**src/rtl/hit_resolver.sv**
```systemverilog
// hit_resolver: turns collision flags and attack buttons into damage.
// Runs one attack FSM per player, applies hits with invulnerability
// windows, tracks health and declares the round result (KO / winner).
// Player index 0 is P1 and index 1 is P2 throughout.
module hit_resolver #(
    parameter int MAX_HEALTH     = 100,
    parameter int DAMAGE         = 10,
    parameter int TICK_DIV       = 5000000,
    parameter int ATTACK_TICKS   = 3,
    parameter int COOLDOWN_TICKS = 4,
    parameter int INVULN_TICKS   = 6
) (
    input  logic       clk,
    input  logic       reset,
    input  logic       player_1_collision,
    input  logic       player_2_collision,
    input  logic       p1_attack,
    input  logic       p2_attack,
    input  logic       restart,
    output logic [6:0] p1_health,
    output logic [6:0] p2_health,
    output logic       p1_attacking,
    output logic       p2_attacking,
    output logic       p1_hit,
    output logic       p2_hit,
    output logic       game_over,
    output logic [1:0] winner
);

    localparam logic [1:0] S_IDLE     = 2'd0;
    localparam logic [1:0] S_ACTIVE   = 2'd1;
    localparam logic [1:0] S_COOLDOWN = 2'd2;

    localparam int             TW          = (TICK_DIV > 1) ? $clog2(TICK_DIV) : 1;
    localparam logic [TW-1:0]  TICK_LAST   = TW'(TICK_DIV - 1);
    localparam logic [6:0]     HEALTH_INIT = 7'(MAX_HEALTH);
    localparam logic [7:0]     DAMAGE_W    = 8'(DAMAGE);
    localparam logic [7:0]     ATTACK_LOAD = 8'(ATTACK_TICKS);
    localparam logic [7:0]     COOL_LOAD   = 8'(COOLDOWN_TICKS);
    localparam logic [7:0]     INVULN_LOAD = 8'(INVULN_TICKS);

    logic          coll_meta;
    logic          coll_sync;
    logic [1:0]    att_q;
    logic [1:0]    rise;
    logic [TW-1:0] tick_cnt;
    logic          tick;
    logic          restart_go;

    logic [1:0]    state   [2];
    logic [7:0]    win_cnt [2];
    logic [7:0]    inv_cnt [2];
    logic [6:0]    health  [2];
    logic [1:0]    landed;
    logic [1:0]    strike;   // strike[i]: player i lands a hit this cycle
    logic [1:0]    struck;   // struck[i]: player i takes a hit this cycle
    logic [1:0]    hit;

    // Saturating damage; the 8-bit compare keeps health < DAMAGE from wrapping.
    function automatic logic [6:0] take_damage(input logic [6:0] h);
        if ({1'b0, h} < DAMAGE_W)
            return 7'd0;
        return h - DAMAGE_W[6:0];
    endfunction

    assign rise       = {p2_attack, p1_attack} & ~att_q;
    assign tick       = (tick_cnt == TICK_LAST);
    assign restart_go = restart & game_over;

    // Hit rule: swinging, not yet landed, touching, defender vulnerable, round live.
    always_comb begin
        strike    = 2'b00;
        strike[0] = (state[0] == S_ACTIVE) && !landed[0] && coll_sync &&
                    (inv_cnt[1] == 8'd0) && !game_over;
        strike[1] = (state[1] == S_ACTIVE) && !landed[1] && coll_sync &&
                    (inv_cnt[0] == 8'd0) && !game_over;
        struck    = {strike[0], strike[1]};
    end

    // Collision 2-FF synchroniser and attack-button edge-detect flops.
    always_ff @(posedge clk) begin
        // NOTE: every clocked block uses non-blocking assignments so all
        // registers update from pre-edge values, matching real flops.
        if (reset) begin
            coll_meta <= 1'b0;
            coll_sync <= 1'b0;
            att_q     <= 2'b00;
        end else begin
            coll_meta <= player_1_collision | player_2_collision;
            coll_sync <= coll_meta;
            att_q     <= {p2_attack, p1_attack};
        end
    end

    // Free-running game-tick divider; a new round restarts the tick phase.
    always_ff @(posedge clk) begin
        if (reset || restart_go || tick)
            tick_cnt <= '0;
        else
            tick_cnt <= tick_cnt + TW'(1);
    end

    // Per-player attack FSM: IDLE -> ACTIVE -> COOLDOWN -> IDLE, one hit per swing.
    always_ff @(posedge clk) begin
        for (int i = 0; i < 2; i++) begin
            if (reset || game_over) begin
                state[i]   <= S_IDLE;
                win_cnt[i] <= 8'd0;
                landed[i]  <= 1'b0;
            end else begin
                if (strike[i])
                    landed[i] <= 1'b1;
                case (state[i])
                    S_IDLE: begin
                        if (rise[i]) begin
                            state[i]   <= S_ACTIVE;
                            win_cnt[i] <= ATTACK_LOAD;
                            landed[i]  <= 1'b0;
                        end
                    end
                    S_ACTIVE: begin
                        if (tick) begin
                            if (win_cnt[i] <= 8'd1) begin
                                state[i]   <= S_COOLDOWN;
                                win_cnt[i] <= COOL_LOAD;
                            end else begin
                                win_cnt[i] <= win_cnt[i] - 8'd1;
                            end
                        end
                    end
                    S_COOLDOWN: begin
                        if (tick) begin
                            if (win_cnt[i] <= 8'd1) begin
                                state[i]   <= S_IDLE;
                                win_cnt[i] <= 8'd0;
                            end else begin
                                win_cnt[i] <= win_cnt[i] - 8'd1;
                            end
                        end
                    end
                    default: begin
                        state[i]   <= S_IDLE;
                        win_cnt[i] <= 8'd0;
                    end
                endcase
            end
        end
    end

    // Damage, invulnerability windows and one-cycle hit pulses per defender.
    always_ff @(posedge clk) begin
        for (int d = 0; d < 2; d++) begin
            if (reset || restart_go) begin
                health[d]  <= HEALTH_INIT;
                inv_cnt[d] <= 8'd0;
                hit[d]     <= 1'b0;
            end else begin
                hit[d] <= struck[d];
                if (struck[d]) begin
                    health[d]  <= take_damage(health[d]);
                    inv_cnt[d] <= INVULN_LOAD;
                end else if (tick && (inv_cnt[d] != 8'd0)) begin
                    inv_cnt[d] <= inv_cnt[d] - 8'd1;
                end
            end
        end
    end

    // Round control: KO one cycle after a health reaches 0; restart only when over.
    always_ff @(posedge clk) begin
        if (reset) begin
            game_over <= 1'b0;
            winner    <= 2'b00;
        end else if (game_over) begin
            if (restart) begin
                game_over <= 1'b0;
                winner    <= 2'b00;
            end
        end else if ((health[0] == 7'd0) || (health[1] == 7'd0)) begin
            game_over <= 1'b1;
            winner    <= {health[0] == 7'd0, health[1] == 7'd0};
        end
    end

    assign p1_health    = health[0];
    assign p2_health    = health[1];
    assign p1_attacking = (state[0] == S_ACTIVE);
    assign p2_attacking = (state[1] == S_ACTIVE);
    assign p1_hit       = hit[0];
    assign p2_hit       = hit[1];

endmodule

```
**config.mk**
```make
export PLATFORM = sky130hd
export DESIGN_NAME = hit_resolver
export DESIGN_NICKNAME = d
export VERILOG_FILES = /design/src/rtl/hit_resolver.sv
export SDC_FILE = /design/constraint.sdc
export NUM_CORES = 1
export LEC_CHECK = 0
export ABC_CLOCK_PERIOD_IN_PS = 5800
export CAP_MARGIN = 15
export CORE_MARGIN = 4
export CORE_UTILIZATION = 45
export DETAILED_ROUTE_END_ITERATION = 7
export GPL_ROUTABILITY_DRIVEN = 0
export HOLD_SLACK_MARGIN = 0.15
export PLACE_DENSITY = 0.71
export SLEW_MARGIN = 25
export SYNTH_ARGS = -nofsm -noshare
export SYNTH_HDL_FRONTEND = slang
export SYNTH_SLANG_ARGS = --single-unit
```
**constraint.sdc**
```tcl
create_clock -name clk -period 5.8 [get_ports clk]
set_input_delay 1.16 -clock clk [delete_from_list [all_inputs] [get_ports clk]]
set_output_delay 1.16 -clock clk [all_outputs]
set_load 0.01 [all_outputs]
```
==> run metrics <==
status finished, final reports clean; largest family of logic cells by synthesized area simple AND/OR/NAND/NOR gates; die width 105.3 µm; RSZ-0062 raised after global routing false; Setup Fix Bufs, Post-CTS 0; nets@finish around 470; layout cells sized above 1 0.06652; worst hold path depth 1; post-synth top area cell edfxtp_1; drt wl/cell between 10 and 15 µm; Hold Path Class register to register; Die Ht roughly 110 µm; Final TNS setup 0 ns; Synth warnings 0; sequential share of power 0.584; Remaining Overflow, GRT 0; initial core utilization 0.4615; setup violators final 0; Worst-Margin Slew slightly below 0.9 ns; GRT Total Usage 0.1513; total DRC errors in the routed layout 0; CTS Hold Bufs 0; critical-path maximum fanout 12; Layout area overhead 12.56%; max-slew violation count 0; Die ar. between 10000 and 15000 µm²; IO Port Bufs 25; drt via density between 5 and 6; core region area slightly above 9000 µm²; Slew headroom 0.4087; Max clock buf depth 2; final period utilization 0.5140; fmax around 340 MHz; Leakage Power approximately 0.0017 µW; Post-synth top cells edfxtp_1, nor2_1, dfxtp_1; Period minus WS final 2.981 ns; CTS Buf Count 9; Antenna Diode Count 0; via count about 3100; mux contribution to synthesized area 0.004695; Post-Synth Adder-Cell Area 0.03521; maxcap violations 0; reg2reg setup slack ~2.9 ns; FP Rows 35; Most used DFF post-synth edfxtp_1; synthesis-stage register bit count 82; vias in the first global route around 3000; post-synthesis simple-gate area fraction 0.2732; Synth Area in Compound Gates 0.07805; Synth Cell Area 4264 µm²; Worst Hold End coll_sync$_SDFF_PP0_; Fin. Hold Viols 0; worst-skew pair later-pin latency 0.34 ns; Switching Share 0.2595; asr flop ratio synth 0; H-Tree Level Count 3; cts repair resizes 0; global-route wire length before repair approximately 14000 µm; Pre-antenna DRT Iters 4; power share of the clock group 0.325; Avg Cell Area, Syn 10.18 µm²; Data required, critical path a little under 6 ns; EDFF count, synth 48; P_int roughly 840 µW; CP endpoint kind register; Comb pwr share 0.091; post-DP HPWL between 5000 and 6000 µm; post-route ant nets 0; utilization after layout 0.5194; initial antenna violation count 0; CTS root buf clkbuf_8; Clock Pin Slew Worst Setup and Hold Paths around 0.09 ns; Post-Synth XOR/XNOR Area 0.07805; total I/O pin count 28; sequential share of the synthesized area 0.4977; CP Class input pin to register; Startpoint Class input pin; CTS sink cnt roughly 80; clk_skew about 0.01 ns; Switch Pwr between 200 and 300 µW; r2r endpoint inv_cnt[0][0]$_SDFFCE_PN0P_; Yosys cell types 54; count leader, synth edfxtp_1; pin count of the biggest net entering global routing 23; Area contributors post-synth edfxtp_1, dfxtp_1, xnor2_1; Pwr Density between 200 and 250 nW/µm²; top-area cell type share of the netlist area 0.3380; final WL 8135 µm; iteration-0 DRC count of the detailed router approximately 160; Hold Crit Start coll_meta$_SDFF_PP0_; VDD IR max between 0.0001 and 0.00015 V; CTS tree built; WP data arrival 3.06 ns; Critical R2R Launch tick_cnt[7]$_SDFF_PP0_; Reg2Reg Depth 4; Mapped Cells 419
-- power by group through the flow --
stage                     clock [µW]  sequential [µW]  combinational (µW)
after floorplan                    0              667                78.2
after global placement             0              671                 101
after detailed placement           0              672                 103
after CTS                        373              659                 104
after global routing             399              663                 116
final                            367              659                 103
-- worst max path at each step --
stage / end / from / cells after the start
floorplan: health[1][2]$_SDFFCE_PN1P_ / reset / 5
global placement: health[1][2]$_SDFFCE_PN1P_ / reset / 5
detailed placement: health[1][2]$_SDFFCE_PN1P_ / reset / 5
CTS: health[0][2]$_SDFFCE_PN1P_ / reset / 5
global route: health[0][2]$_SDFFCE_PN1P_ / reset / 5
finish: health[1][2]$_SDFFCE_PN1P_ / reset / 5
-- state kept, by name, indices dropped and copies added (netlist names) --
| name | flops |
|---|---|
| landed | 2 |
| win_cnt | 16 |
| att_q | 2 |
| coll_meta | 1 |
| state | 4 |
| coll_sync | 1 |
| game_over | 1 |
| tick_cnt | 23 |
| inv_cnt | 16 |
| health | 12 |
| hit | 2 |
| winner | 2 |
-- through the flow --
stage | setup WS (ns) | std cells | power [µW] | cell area, µm² | hold slack, ns
4_1_cts | 2.804 | 580 | 1136 | 4800 | 0.4599
5_1_grt | 2.509 | 580 | 1178 | 4800 | 0.4715
3_5_place_dp | 2.427 | 564 | 775.1 | 4628 | 0.4420
2_1_floorplan | 3.275 | 420 | 745.0 | 4268 | 0.4138
6_report | 2.819 | 580 | 1130 | 4800 | 0.4532
3_3_place_gp | 2.510 | 564 | 772.1 | 4628 | 0.4173
-- critical path, cell delays in order --
cell	delay [ns]
clkdlybuf4s50_1	0.62
a21oi_1	0.63
nand3_1	0.35
inv_1	0.20
o21ai_0	0.09
-- kinds of logic after synthesis --
| logic type | after synthesis |
|---|---|
| and+or+nand+nor | 198 |
| other | 1 |
| adders and majority gates | 12 |
| DFF | 82 |
| AOI/OAI and AO/OA | 54 |
| xor gates and xnor gates | 38 |
| muxes | 2 |
| buffers and inverters | 32 |
-- cells in the final DEF, fill, tap and decap left out, types with 2 or more instances in the layout --
master	count
edfxtp_1	48
nor2_1	43
dfxtp_1	34
nor3_1	30
nand2_1	29
clkdlybuf4s50_1	25
xnor2_1	24
inv_1	21
nand3_1	18
o21ai_0	17
a21oi_1	16
xor2_1	14
ha_1	12
nor4_1	9
clkbuf_8	9
nor2b_1	8
or3_1	8
or4_1	7
nand2b_1	6
nor4b_1	6
nand4_1	6
and3_1	6
o31ai_1	5
clkinvlp_4	4
a31oi_1	3
o211ai_1	3
nand4bb_1	2
nor4_4	2
nand4b_2	2
nor3b_1	2
o2111ai_1	2
a21o_1	2
mux2i_1	2
conb_1	2
-- metal layers --
layer	share of wire	vias up	GRT usage
li1	-	1593	-
met1	0.49	1485	0.2092
met2	0.46	54	0.2423
met3	0.032	11	0.02572
met4	0.011	0	0.04686
met5	0	-	0
-- layout make-up --
type / count / area [µm²]
sequential: 82 / 2122
timing repair buffer: 26 / 257.7
tap: 129 / 161.4
inverter: 21 / 78.83
fill: 834 / 4441
clock buffer: 10 / 127.6
clock inverter: 6 / 43.79
multi-input combinational: 306 / 2008
Note: power is estimated with default switching activity, not from simulation.
